===== src/rtl/alarm_clock_pkg.sv =====
// alarm_clock_pkg
// Shared definitions for the multi-alarm clock: the ring FSM state type,
// the time-field limits and a helper that adds minutes to an hh:mm value
// with hour and midnight wrap.
package alarm_clock_pkg;

    // Ring controller states
    typedef enum logic [1:0] {
        ST_IDLE    = 2'd0,
        ST_RINGING = 2'd1,
        ST_SNOOZE  = 2'd2
    } ring_state_t;

    localparam int MAX_HOUR = 23;
    localparam int MAX_MIN  = 59;
    localparam int MAX_SEC  = 59;

    // Returns {hours[4:0], minutes[5:0]} of hh:mm + add_min.
    // Both mm and add_min are at most 59, so a single carry is enough.
    function automatic logic [10:0] add_minutes(input logic [4:0] hh,
                                                input logic [5:0] mm,
                                                input logic [5:0] add_min);
        logic [6:0] min_sum;
        logic [5:0] hour_sum;
        logic [4:0] hour_out;
        logic [5:0] min_out;
        min_sum = {1'b0, mm} + {1'b0, add_min};
        if (min_sum > 7'(MAX_MIN)) begin
            min_out  = 6'(min_sum - 7'd60);
            hour_sum = {1'b0, hh} + 6'd1;
        end else begin
            min_out  = min_sum[5:0];
            hour_sum = {1'b0, hh};
        end
        if (hour_sum > 6'(MAX_HOUR)) begin
            hour_out = 5'(hour_sum - 6'd24);
        end else begin
            hour_out = hour_sum[4:0];
        end
        return {hour_out, min_out};
    endfunction

endpackage


===== src/rtl/alarm_clock_multi_hms_counter.sv =====
// hms_counter
// Prescaler plus 24-hour HH:MM:SS time base with a validated load.
// Ports:
//   clk, rst_n                 clock, async active-low reset
//   ena                        prescaler enable (time freezes when low)
//   set_valid, set_*           time load; ignored if any field out of range
//   hours, minutes, seconds    registered current time
//   tick                       registered pulse coincident with new time
//   advance                    combinational: time advances at this edge
//   next_hours/minutes/seconds combinational time after one advance
module hms_counter
    import alarm_clock_pkg::*;
#(
    parameter int CLK_DIV = 10
) (
    input  logic       clk,
    input  logic       rst_n,
    input  logic       ena,
    input  logic       set_valid,
    input  logic [4:0] set_hours,
    input  logic [5:0] set_minutes,
    input  logic [5:0] set_seconds,
    output logic [4:0] hours,
    output logic [5:0] minutes,
    output logic [5:0] seconds,
    output logic       tick,
    output logic       advance,
    output logic [4:0] next_hours,
    output logic [5:0] next_minutes,
    output logic [5:0] next_seconds
);

    localparam int PW = (CLK_DIV > 1) ? $clog2(CLK_DIV) : 1;

    logic [PW-1:0] prescale;
    logic          load_ok;

    // An invalid load is treated as if set_valid were low, so the
    // prescaler keeps running and the advance may still happen.
    assign load_ok = set_valid
                  && (set_hours   <= 5'(MAX_HOUR))
                  && (set_minutes <= 6'(MAX_MIN))
                  && (set_seconds <= 6'(MAX_SEC));

    assign advance = !load_ok && ena && (prescale == PW'(CLK_DIV - 1));

    // Time value one second ahead, with seconds/minutes/day carries.
    always_comb begin
        next_hours   = hours;
        next_minutes = minutes;
        next_seconds = seconds + 6'd1;
        if (seconds == 6'(MAX_SEC)) begin
            next_seconds = '0;
            next_minutes = minutes + 6'd1;
            if (minutes == 6'(MAX_MIN)) begin
                next_minutes = '0;
                next_hours   = (hours == 5'(MAX_HOUR)) ? 5'd0 : hours + 5'd1;
            end
        end
    end

    // Prescaler, time registers and tick. A valid load wins over the
    // advance, restarts the second and suppresses the tick.
    always_ff @(posedge clk or negedge rst_n) begin
        if (!rst_n) begin
            prescale <= '0;
            hours    <= '0;
            minutes  <= '0;
            seconds  <= '0;
            tick     <= 1'b0;
        end else if (load_ok) begin
            prescale <= '0;
            hours    <= set_hours;
            minutes  <= set_minutes;
            seconds  <= set_seconds;
            tick     <= 1'b0;
        end else begin
            tick <= advance;
            if (ena) begin
                if (prescale == PW'(CLK_DIV - 1)) begin
                    prescale <= '0;
                    hours    <= next_hours;
                    minutes  <= next_minutes;
                    seconds  <= next_seconds;
                end else begin
                    prescale <= prescale + 1'b1;
                end
            end
        end
    end

endmodule


===== src/rtl/alarm_clock_multi.sv =====
// alarm_clock_multi
// 24-hour clock with NUM_ALARMS programmable alarm slots and a ring
// controller supporting acknowledge, snooze and auto-timeout.
// Ports:
//   clk, rst_n             clock, async active-low reset
//   ena                    time base enable
//   set_valid, set_*       load current time (validated)
//   alm_wr, alm_idx,
//   alm_hours/minutes/en   write one alarm slot (validated)
//   ack, snooze            user controls for the ring controller
//   hours/minutes/seconds  current time
//   tick                   one-cycle pulse with each new second
//   alarm, snoozing        ring controller in RINGING / SNOOZE
//   alarm_id               slot responsible for the current ring/snooze
module alarm_clock_multi
    import alarm_clock_pkg::*;
#(
    parameter int CLK_DIV        = 10,
    parameter int NUM_ALARMS     = 4,
    parameter int SNOOZE_MIN     = 5,
    parameter int RING_TIMEOUT_S = 60,
    localparam int IW = (NUM_ALARMS > 1) ? $clog2(NUM_ALARMS) : 1
) (
    input  logic          clk,
    input  logic          rst_n,
    input  logic          ena,
    input  logic          set_valid,
    input  logic [4:0]    set_hours,
    input  logic [5:0]    set_minutes,
    input  logic [5:0]    set_seconds,
    input  logic          alm_wr,
    input  logic [IW-1:0] alm_idx,
    input  logic [4:0]    alm_hours,
    input  logic [5:0]    alm_minutes,
    input  logic          alm_en,
    input  logic          ack,
    input  logic          snooze,
    output logic [4:0]    hours,
    output logic [5:0]    minutes,
    output logic [5:0]    seconds,
    output logic          tick,
    output logic          alarm,
    output logic [IW-1:0] alarm_id,
    output logic          snoozing
);

    localparam int RW = $clog2(RING_TIMEOUT_S + 1);

    logic       advance;
    logic [4:0] next_hours;
    logic [5:0] next_minutes;
    logic [5:0] next_seconds;

    hms_counter #(
        .CLK_DIV(CLK_DIV)
    ) u_hms (
        .clk         (clk),
        .rst_n       (rst_n),
        .ena         (ena),
        .set_valid   (set_valid),
        .set_hours   (set_hours),
        .set_minutes (set_minutes),
        .set_seconds (set_seconds),
        .hours       (hours),
        .minutes     (minutes),
        .seconds     (seconds),
        .tick        (tick),
        .advance     (advance),
        .next_hours  (next_hours),
        .next_minutes(next_minutes),
        .next_seconds(next_seconds)
    );

    logic [4:0] slot_hours   [NUM_ALARMS];
    logic [5:0] slot_minutes [NUM_ALARMS];
    logic       slot_en      [NUM_ALARMS];
    logic       wr_ok;

    assign wr_ok = alm_wr
                && (int'(alm_idx) < NUM_ALARMS)
                && (alm_hours   <= 5'(MAX_HOUR))
                && (alm_minutes <= 6'(MAX_MIN));

    // Alarm slot storage; slots are independent of the ring controller.
    always_ff @(posedge clk or negedge rst_n) begin
        if (!rst_n) begin
            for (int i = 0; i < NUM_ALARMS; i++) begin
                slot_hours[i]   <= '0;
                slot_minutes[i] <= '0;
                slot_en[i]      <= 1'b0;
            end
        end else if (wr_ok) begin
            for (int i = 0; i < NUM_ALARMS; i++) begin
                if (int'(alm_idx) == i) begin
                    slot_hours[i]   <= alm_hours;
                    slot_minutes[i] <= alm_minutes;
                    slot_en[i]      <= alm_en;
                end
            end
        end
    end

    logic          match_hit;
    logic [IW-1:0] match_id;

    // Compare every enabled slot against the upcoming hh:mm. Scanning
    // downward lets the lowest matching index overwrite the others.
    always_comb begin
        match_hit = 1'b0;
        match_id  = '0;
        for (int i = NUM_ALARMS - 1; i >= 0; i--) begin
            if (slot_en[i] && (slot_hours[i] == next_hours)
                           && (slot_minutes[i] == next_minutes)) begin
                match_hit = 1'b1;
                match_id  = IW'(i);
            end
        end
    end

    ring_state_t   state, state_next;
    logic [RW-1:0] ring_cnt, ring_cnt_next;
    logic [4:0]    target_hours, target_hours_next;
    logic [5:0]    target_minutes, target_minutes_next;
    logic [IW-1:0] alarm_id_next;
    logic [10:0]   snooze_hm;
    logic          minute_edge;

    assign snooze_hm   = add_minutes(hours, minutes, 6'(SNOOZE_MIN));
    assign minute_edge = advance && (next_seconds == 6'd0);

    // Ring controller next-state logic. ack always dominates snooze, and
    // matches are only considered from IDLE so they are never queued.
    always_comb begin
        state_next          = state;
        ring_cnt_next       = ring_cnt;
        target_hours_next   = target_hours;
        target_minutes_next = target_minutes;
        alarm_id_next       = alarm_id;
        case (state)
            ST_IDLE: begin
                if (minute_edge && match_hit) begin
                    state_next    = ST_RINGING;
                    alarm_id_next = match_id;
                    ring_cnt_next = '0;
                end
            end
            ST_RINGING: begin
                if (ack) begin
                    state_next = ST_IDLE;
                end else if (snooze) begin
                    state_next          = ST_SNOOZE;
                    target_hours_next   = snooze_hm[10:6];
                    target_minutes_next = snooze_hm[5:0];
                end else if (advance) begin
                    if (ring_cnt == RW'(RING_TIMEOUT_S - 1)) begin
                        state_next = ST_IDLE;
                    end else begin
                        ring_cnt_next = ring_cnt + 1'b1;
                    end
                end
            end
            ST_SNOOZE: begin
                if (ack) begin
                    state_next = ST_IDLE;
                end else if (minute_edge && (next_hours == target_hours)
                                         && (next_minutes == target_minutes)) begin
                    state_next    = ST_RINGING;
                    ring_cnt_next = '0;
                end
            end
            default: begin
                state_next = ST_IDLE;
            end
        endcase
    end

    // State register; alarm/snoozing are registered decodes of the
    // next state so they line up with the state itself.
    always_ff @(posedge clk or negedge rst_n) begin
        if (!rst_n) begin
            state          <= ST_IDLE;
            ring_cnt       <= '0;
            target_hours   <= '0;
            target_minutes <= '0;
            alarm_id       <= '0;
            alarm          <= 1'b0;
            snoozing       <= 1'b0;
        end else begin
            state          <= state_next;
            ring_cnt       <= ring_cnt_next;
            target_hours   <= target_hours_next;
            target_minutes <= target_minutes_next;
            alarm_id       <= alarm_id_next;
            alarm          <= (state_next == ST_RINGING);
            snoozing       <= (state_next == ST_SNOOZE);
        end
    end

endmodule


===== config.mk =====
export PLATFORM = sky130hd
export DESIGN_NAME = alarm_clock_multi
export DESIGN_NICKNAME = d
export VERILOG_FILES = /design/src/rtl/alarm_clock_pkg.sv /design/src/rtl/alarm_clock_multi_hms_counter.sv /design/src/rtl/alarm_clock_multi.sv
export SDC_FILE = /design/constraint.sdc
export NUM_CORES = 1
export LEC_CHECK = 0
export CAP_MARGIN = 30
export CELL_PAD_IN_SITES_DETAIL_PLACEMENT = 1
export CELL_PAD_IN_SITES_GLOBAL_PLACEMENT = 1
export CORE_MARGIN = 1
export CORE_UTILIZATION = 48
export CTS_CLUSTER_DIAMETER = 150
export CTS_CLUSTER_SIZE = 20
export DETAILED_ROUTE_END_ITERATION = 7
export PLACE_DENSITY_LB_ADDON = 0.1
export SYNTH_ARGS = -nofsm -noshare
export SYNTH_HDL_FRONTEND = slang
export SYNTH_SLANG_ARGS = --single-unit
export TNS_END_PERCENT = 10

===== constraint.sdc =====
create_clock -name clk -period 6.55 [get_ports clk]
set_input_delay 0.9825 -clock clk [delete_from_list [all_inputs] [get_ports clk]]
set_output_delay 0.9825 -clock clk [all_outputs]
set_load 0.01 [all_outputs]

==> results of run 1 <==
stage by stage:
stage | worst slack [ns] | power [uW] | std cells
after floorplan | 2.97 | 1110 | 651
after global placement | 2.06 | 1280 | 846
after detailed placement | 1.93 | 1310 | 846
after CTS | 1.99 | 1830 | 861
after global routing | 1.67 | 1910 | 861
final | 1.95 | 1830 | 861
worst register-to-register path: stages (launching register included):
cell,delay [ns]
dfrtp_1,0.58
ha_1,0.47
nand4b_1,0.27
nor4_1,0.52
mux2i_2,0.66
xnor2_1,0.13
or4_1,0.55
nor4_1,0.51
nand2b_1,0.23
o31ai_1,0.12
a21oi_2,0.32
o22ai_1,0.12
power by group through the flow:
stage | combinational (uW) | clock (uW) | sequential (uW)
after floorplan | 359 | 0 | 749
after global placement | 477 | 0 | 804
after detailed placement | 502 | 0 | 813
after CTS | 508 | 521 | 804
after global routing | 555 | 537 | 820
final | 504 | 515 | 808
area by class of cell:
class	instances	area (um^2)
clock inverter	2	16.3
fill	1398	5120
sequential	93	2330
timing repair buffer	63	618
tap	168	210
inverter	23	86.3
clock buffer	13	270
multi-input combinational	499	3460
registers in the layout (all words and copies together), names as in the netlist:
name / cells
snoozing: 1
slot_hours: 20
u_hms.tick: 1
target_hours: 5
u_hms.prescale: 4
u_hms.hours: 5
slot_minutes: 24
u_hms.minutes: 6
alarm: 1
u_hms.seconds: 6
alarm_id: 2
slot_en: 4
target_minutes: 6
state: 2
ring_cnt: 6
worst max-delay path by stage:
stage / from / end / slack [ns] / cells past startpoint
global placement: ena / ring_cnt[4] / 2.06 / 10
floorplan: u_hms.minutes[1] / ring_cnt[5] / 2.97 / 12
detailed placement: ena / ring_cnt[4] / 1.93 / 10
global route: u_hms.minutes[0] / ring_cnt[5] / 1.67 / 11
CTS: u_hms.minutes[0] / ring_cnt[1] / 1.99 / 11
finish: u_hms.minutes[0] / ring_cnt[1] / 1.95 / 11
cells in the final DEF, fill, tap and decap left out, types with 23 or more instances in the layout:
| master | instances |
|---|---|
| a21oi_1 | 36 |
| clkdlybuf4s50_1 | 58 |
| dfrtp_1 | 93 |
| inv_1 | 23 |
| mux2_2 | 49 |
| nand2_1 | 61 |
| nor2_1 | 32 |
| nor3_1 | 27 |
| o21ai_0 | 44 |
| xnor2_1 | 37 |
per-layer routing:
| layer | global-route usage, % | part of all wire (%) | routed length (um) | vias up |
|---|---|---|---|---|
| met2 | 54.1 | 50 | 9550 | 129 |
| met5 | 0 | 0 | 0 | - |
| met4 | 13.7 | 3.4 | 647 | 0 |
| met1 | 39.3 | 43 | 8160 | 2654 |
| li1 | - | - | - | 2443 |
| met3 | 2.91 | 3.2 | 608 | 36 |
kinds of logic after synthesis:
kind of cell,share of synthesized area [%]
AO/OA/AOI/OAI,15.2
multiplexers,11.2
XOR/XNOR,8.26
flip-flops,38.6
buffers and inverters,4.01
AND/OR/NAND/NOR,20.9
adder cells (fa/ha/maj),1.87
==> impl_metrics.toml, run 1 <==
[synthesis]
yosysSeqAreaShare_pct = 38.6
yosys.area.top_type = "dfrtp_1"
syn_inst = 651
synth_edf_count = 0
async_reset_ff_share_pct = 100
synth_most_common_cell = "dfrtp_1"
synth-main-ff-cell = "dfrtp_1"
netlist_top_cells_count = "dfrtp_1, nand2_1, mux2_2"
ys_warn_count = 0
syn_area_um2 = 6030
synth_area_per_cell_um2 = 9.26
synth_seq_cells = 93
synth_area_leaders = "dfrtp_1, mux2_2, xnor2_1, nand2_1, o21ai_0"
yosys.area.top_type_share_pct = 38.6
synthDistinctLibCells = 73
syn_nets = 698

[finish]
area_delta_synth_final_pct = 15.9
drive_gt1_share_pct = 12.4
fin_area_um2 = 6990
nNetsFinal = 736
final_core_util_pct = 57.7
diodes = 0

[sta]
final_max_slew_viol_count = 0
fmax_mhz = 217
hold_viol = 0
min_period_ns = 4.60
rsz0062_at_grt = "no"
finalSetupViolations = 0
worst_pin_slew_ns = 0.850
whs_ns = 0.510
finalSetupTns_ns = 0
max-slew-margin-rel_pct = 42.9
post-route-period-util_pct = 70.3
fin_worst_skew_ns = 0.00699

[floorplan]
die-area_um2 = 13000
rows = 40
die_y_um = 114
core-area_um2 = 12100
start_util_pct = 49.8
pin_count = 60
fp.dieW_um = 114

[critical_path]
crit_type = "flip-flop to flip-flop"
required_ns = 6.79
worst-path-max-fanout = 13
slowest_stage = "mux2i_2"
critical_path_arrival_ns = 4.84
timing.rr.end = "ring_cnt[1]"
worstSetupStartpointType = "flip-flop"
cpMostUsedCell = "nor4_1"
crit_buf_inv = 0
cpLargestDelayFamily = "simple AND/OR/NAND/NOR gates"
endpoint_kind = "flip-flop"
critPathMaxStageDelay_ns = 0.66
cp_cell_sequence = "ha_1 > nand4b_1 > nor4_1 > mux2i_2 > xnor2_1 > or4_1 > nor4_1 > nand2b_1 > o31ai_1 > a21oi_2 > o22ai_1"
ff2ff_setup_slack_ns = 1.95
r2r_start = "u_hms.minutes[0]"
reg2reg_depth = 11

[pwr]
ir_drop_v = 0.000205
switching_share_pct = 34.3
power_density_nw_per_um2 = 261
seq_power_share_pct = 44.2
p_sw_uw = 626
power_leakage_uw = 0.00274
clockPowerShare_pct = 28.2
power.internal_uw = 1200
combinationalPowerShare_pct = 27.6

[flow_run]
drv_cap = 0

[drt]
antenna_left = 0
drtIter0Drc = 351
num_vias = 5262
routed_via_density = 6.11
route.detailed.drc = 0
wl_per_cell_um = 22.0
first_pass_iters = 5
drt_wl_total_um = 19000

[global_routing]
grt_overflow = 0
grt_pass1_wl_um = 30700
grt_max_degree = 61
antenna_found_initial = 0
grt_util_all_layers_pct = 31.1
grt_pass1_vias = 5545

[clock_tree]
cts_root_buffer = "clkbuf_16"
cts_resized = 0
htreeDepth = 3
holdBufCountCts = 0
clk_path_buf_depth = 2
cts_buffers = 9
clk_pin_slew_ns = 0.07
clk_latency_ns = 0.36
cts_tree = "done"
cts.sinks = 93
cts_setup_buffers = 0

[hold_path]
whs_path_depth = 1
min_to = "ring_cnt[0]"
hp-class = "flip-flop to flip-flop"
hold_start = "ring_cnt[0]"

[run_status]
status = "finished, final reports clean"

[place]
io_buffer_count = 59
gp_congestion = 0.915
place_area_um2 = 6700
hpwl_um = 14000
(Power assumes the default switching activity.)
==> inputs of run 2 (changes only) <==
- CORE_UTILIZATION: 48 -> 40
- clock period: 6.55 -> 4.1 ns (I/O delays scaled with it)
==> run 2 against run 1 <==
Net effect:
- flip-flop and latch count stayed put
- sequential share of layout area fell by 1.1 points
- power is 63% higher
- register-to-register slack worse by 1.7 ns
- critical endpoint is now ring_cnt[5]
- the run now ends with DRC left
- combinational power up 81%
- final cell count rose by 5.2%
- maximum frequency rose by 20%
- critical path type unchanged
- die area is 20% higher
- largest cell class unchanged
- core utilization fell by 8.4 points
- hold slack lost 0.14 ns
==> impl_metrics.toml, run 2 (synthesis gave the netlist of run 1 again) <==
[run_status]
status = "complete, but fails checks"
failed_checks = "DRC"

[critical_path]
r2r_start = "u_hms.seconds[0]"
critPathMaxStageDelay_ns = 0.46
ff2ff_setup_slack_ns = 0.27
reg2reg_depth = 13
critical_path_arrival_ns = 4.06
cpLargestDelayFamily = "simple AND/OR/NAND/NOR gates"
crit_type = "flip-flop to flip-flop"
worstSetupStartpointType = "flip-flop"
required_ns = 4.33
endpoint_kind = "flip-flop"
cpMostUsedCell = "buf_4"
timing.rr.end = "ring_cnt[5]"
slowest_stage = "nor3_1"
cp_cell_sequence = "ha_1 > nand2b_1 > buf_4 > nor4_4 > buf_4 > nor2_1 > a2bb2oi_1 > nand4b_1 > or4_1 > nor3_1 > o31ai_1 > a21oi_2 > o211ai_1"
crit_buf_inv = 2
worst-path-max-fanout = 9

[clock_tree]
clk_path_buf_depth = 2
cts_buffers = 9
cts_resized = 0
cts_root_buffer = "clkbuf_16"
cts_tree = "done"
holdBufCountCts = 0
htreeDepth = 3
clk_pin_slew_ns = 0.07
cts.sinks = 93
clk_latency_ns = 0.36
cts_setup_buffers = 0

[finish]
largest_reg_flops = 24
diodes = 0
area_delta_synth_final_pct = 19.8
mostFrequentLayoutCell = "dfrtp_1"
final_core_util_pct = 49.3
layout_common_cells = "dfrtp_1, nand2_1, clkdlybuf4s50_1"
nNetsFinal = 764
drive_gt1_share_pct = 16.3
final_cells = 906
top_regs = "slot_minutes (24), slot_hours (20)"
max_flop_register = "slot_minutes"

[drt]
routed.top_layer = "met4"
wl_per_cell_um = 22.3
wl_met3_um = 752
drt_wl_total_um = 20200
num_vias = 5408
met2WireLength_um = 9790
drtIter0Drc = 297
antenna_left = 0
routed_via_density = 5.97
first_pass_iters = 7
met1_length_um = 9150
route.detailed.drc = 12

[sta]
fmax_mhz = 261
max-slew-margin-rel_pct = 42.5
finalSetupTns_ns = 0
finalSetupViolations = 0
rsz0062_at_grt = "no"
finalWorstSetupSlack_ns = 0.273
post-route-period-util_pct = 93.3
hold_viol = 0
final_max_slew_viol_count = 0
fin_worst_skew_ns = 0.00824
min_period_ns = 3.83
worst_pin_slew_ns = 0.862

[pwr]
p_sw_uw = 1060
switching_share_pct = 35.7
power.internal_uw = 1910
clockPowerShare_pct = 27.5
combinationalPowerShare_pct = 30.7
power_leakage_uw = 0.00288
seq_power_share_pct = 41.8
power_density_nw_per_um2 = 411
ir_drop_v = 0.000210

[place]
pre_cts_ws_ns = 0.111
io_buffer_count = 59
gp_congestion = 0.890
dp_cells = 890
hpwl_um = 15500

[floorplan]
fp.dieW_um = 125
die_y_um = 125
core-area_um2 = 14600
die-area_um2 = 15600
start_util_pct = 41.2
rows = 44
pin_count = 60

[global_routing]
grt_util_all_layers_pct = 27.5
grt_pass1_wl_um = 32900
grt_pass1_vias = 5793
antenna_found_initial = 0
grt_overflow = 0
grt_max_degree = 66

[hold_path]
hp-class = "primary input to asynchronous set/reset pin"

[flow_run]
drv_cap = 0
==> run 2: changes by cell type in the layout (fill, tap and decap cells not counted), sizes merged <==
cell,previous run,this run
buf,5,33
clkbuf,13,9
clkinv,0,3
clkinvlp,1,2
inv,24,25
==> run 2: per-layer routing <==
| metal | global-route usage (%) | vias up |
|---|---|---|
| met5 | 0 | - |
| met4 | 10.5 | 0 |
| met3 | 4.04 | 32 |
| met2 | 46.2 | 126 |
| met1 | 35.7 | 2748 |
| li1 | - | 2502 |
==> run 2: through the flow <==
step	total power, uW	area [um^2]	hold slack, ns
global placement	2130	6930	0.483
finish	2970	7220	0.365
detailed placement	2160	6930	0.489
CTS	2980	7210	0.397
global route	3140	7220	0.433
floorplan	1770	6030	0.319
==> run 2: worst register-to-register path: stages (launching register included) <==
cell,delay [ns]
dfrtp_1,0.42
ha_1,0.37
nand2b_1,0.18
buf_4,0.21
nor4_4,0.41
buf_4,0.25
nor2_1,0.05
a2bb2oi_1,0.16
nand4b_1,0.10
or4_1,0.45
nor3_1,0.46
o31ai_1,0.23
a21oi_2,0.31
o211ai_1,0.12
==> run 2: layout make-up <==
cell class / count / area [um^2]
Inverter: 23 / 86.3
Clock buffer: 9 / 225
Timing Repair Buffer: 91 / 828
Sequential cell: 93 / 2330
Multi-Input combinational cell: 499 / 3470
Tap cell: 184 / 230
Clock inverter: 7 / 57.6
Fill cell: 1649 / 7420
==> run 2: worst max path at each step <==
stage                     startpoint           to  slack [ns]  cells after the start
detailed placement  u_hms.seconds[0]  ring_cnt[5]        0.11                     11
global placement    u_hms.seconds[0]  ring_cnt[5]        0.34                     11
floorplan           u_hms.minutes[1]  ring_cnt[5]        0.52                     12
CTS                 u_hms.seconds[0]  ring_cnt[5]        0.09                     11
finish              u_hms.seconds[0]  ring_cnt[5]        0.27                     13
global route        u_hms.seconds[0]  ring_cnt[0]        0.04                     13
==> run 2: power by group through the flow <==
stage	logic [uW]	registers, uW	clock network, uW
after global placement	884	1250	0
after floorplan	574	1200	0
final	912	1240	817
after CTS	912	1240	834
after global routing	999	1260	880
after detailed placement	907	1260	0
==> inputs of run 3 (changes only) <==
- CAP_MARGIN: 30 -> 15
==> results of run 3 <==
Final layout, timing and power as in run 2 (identical DEF).
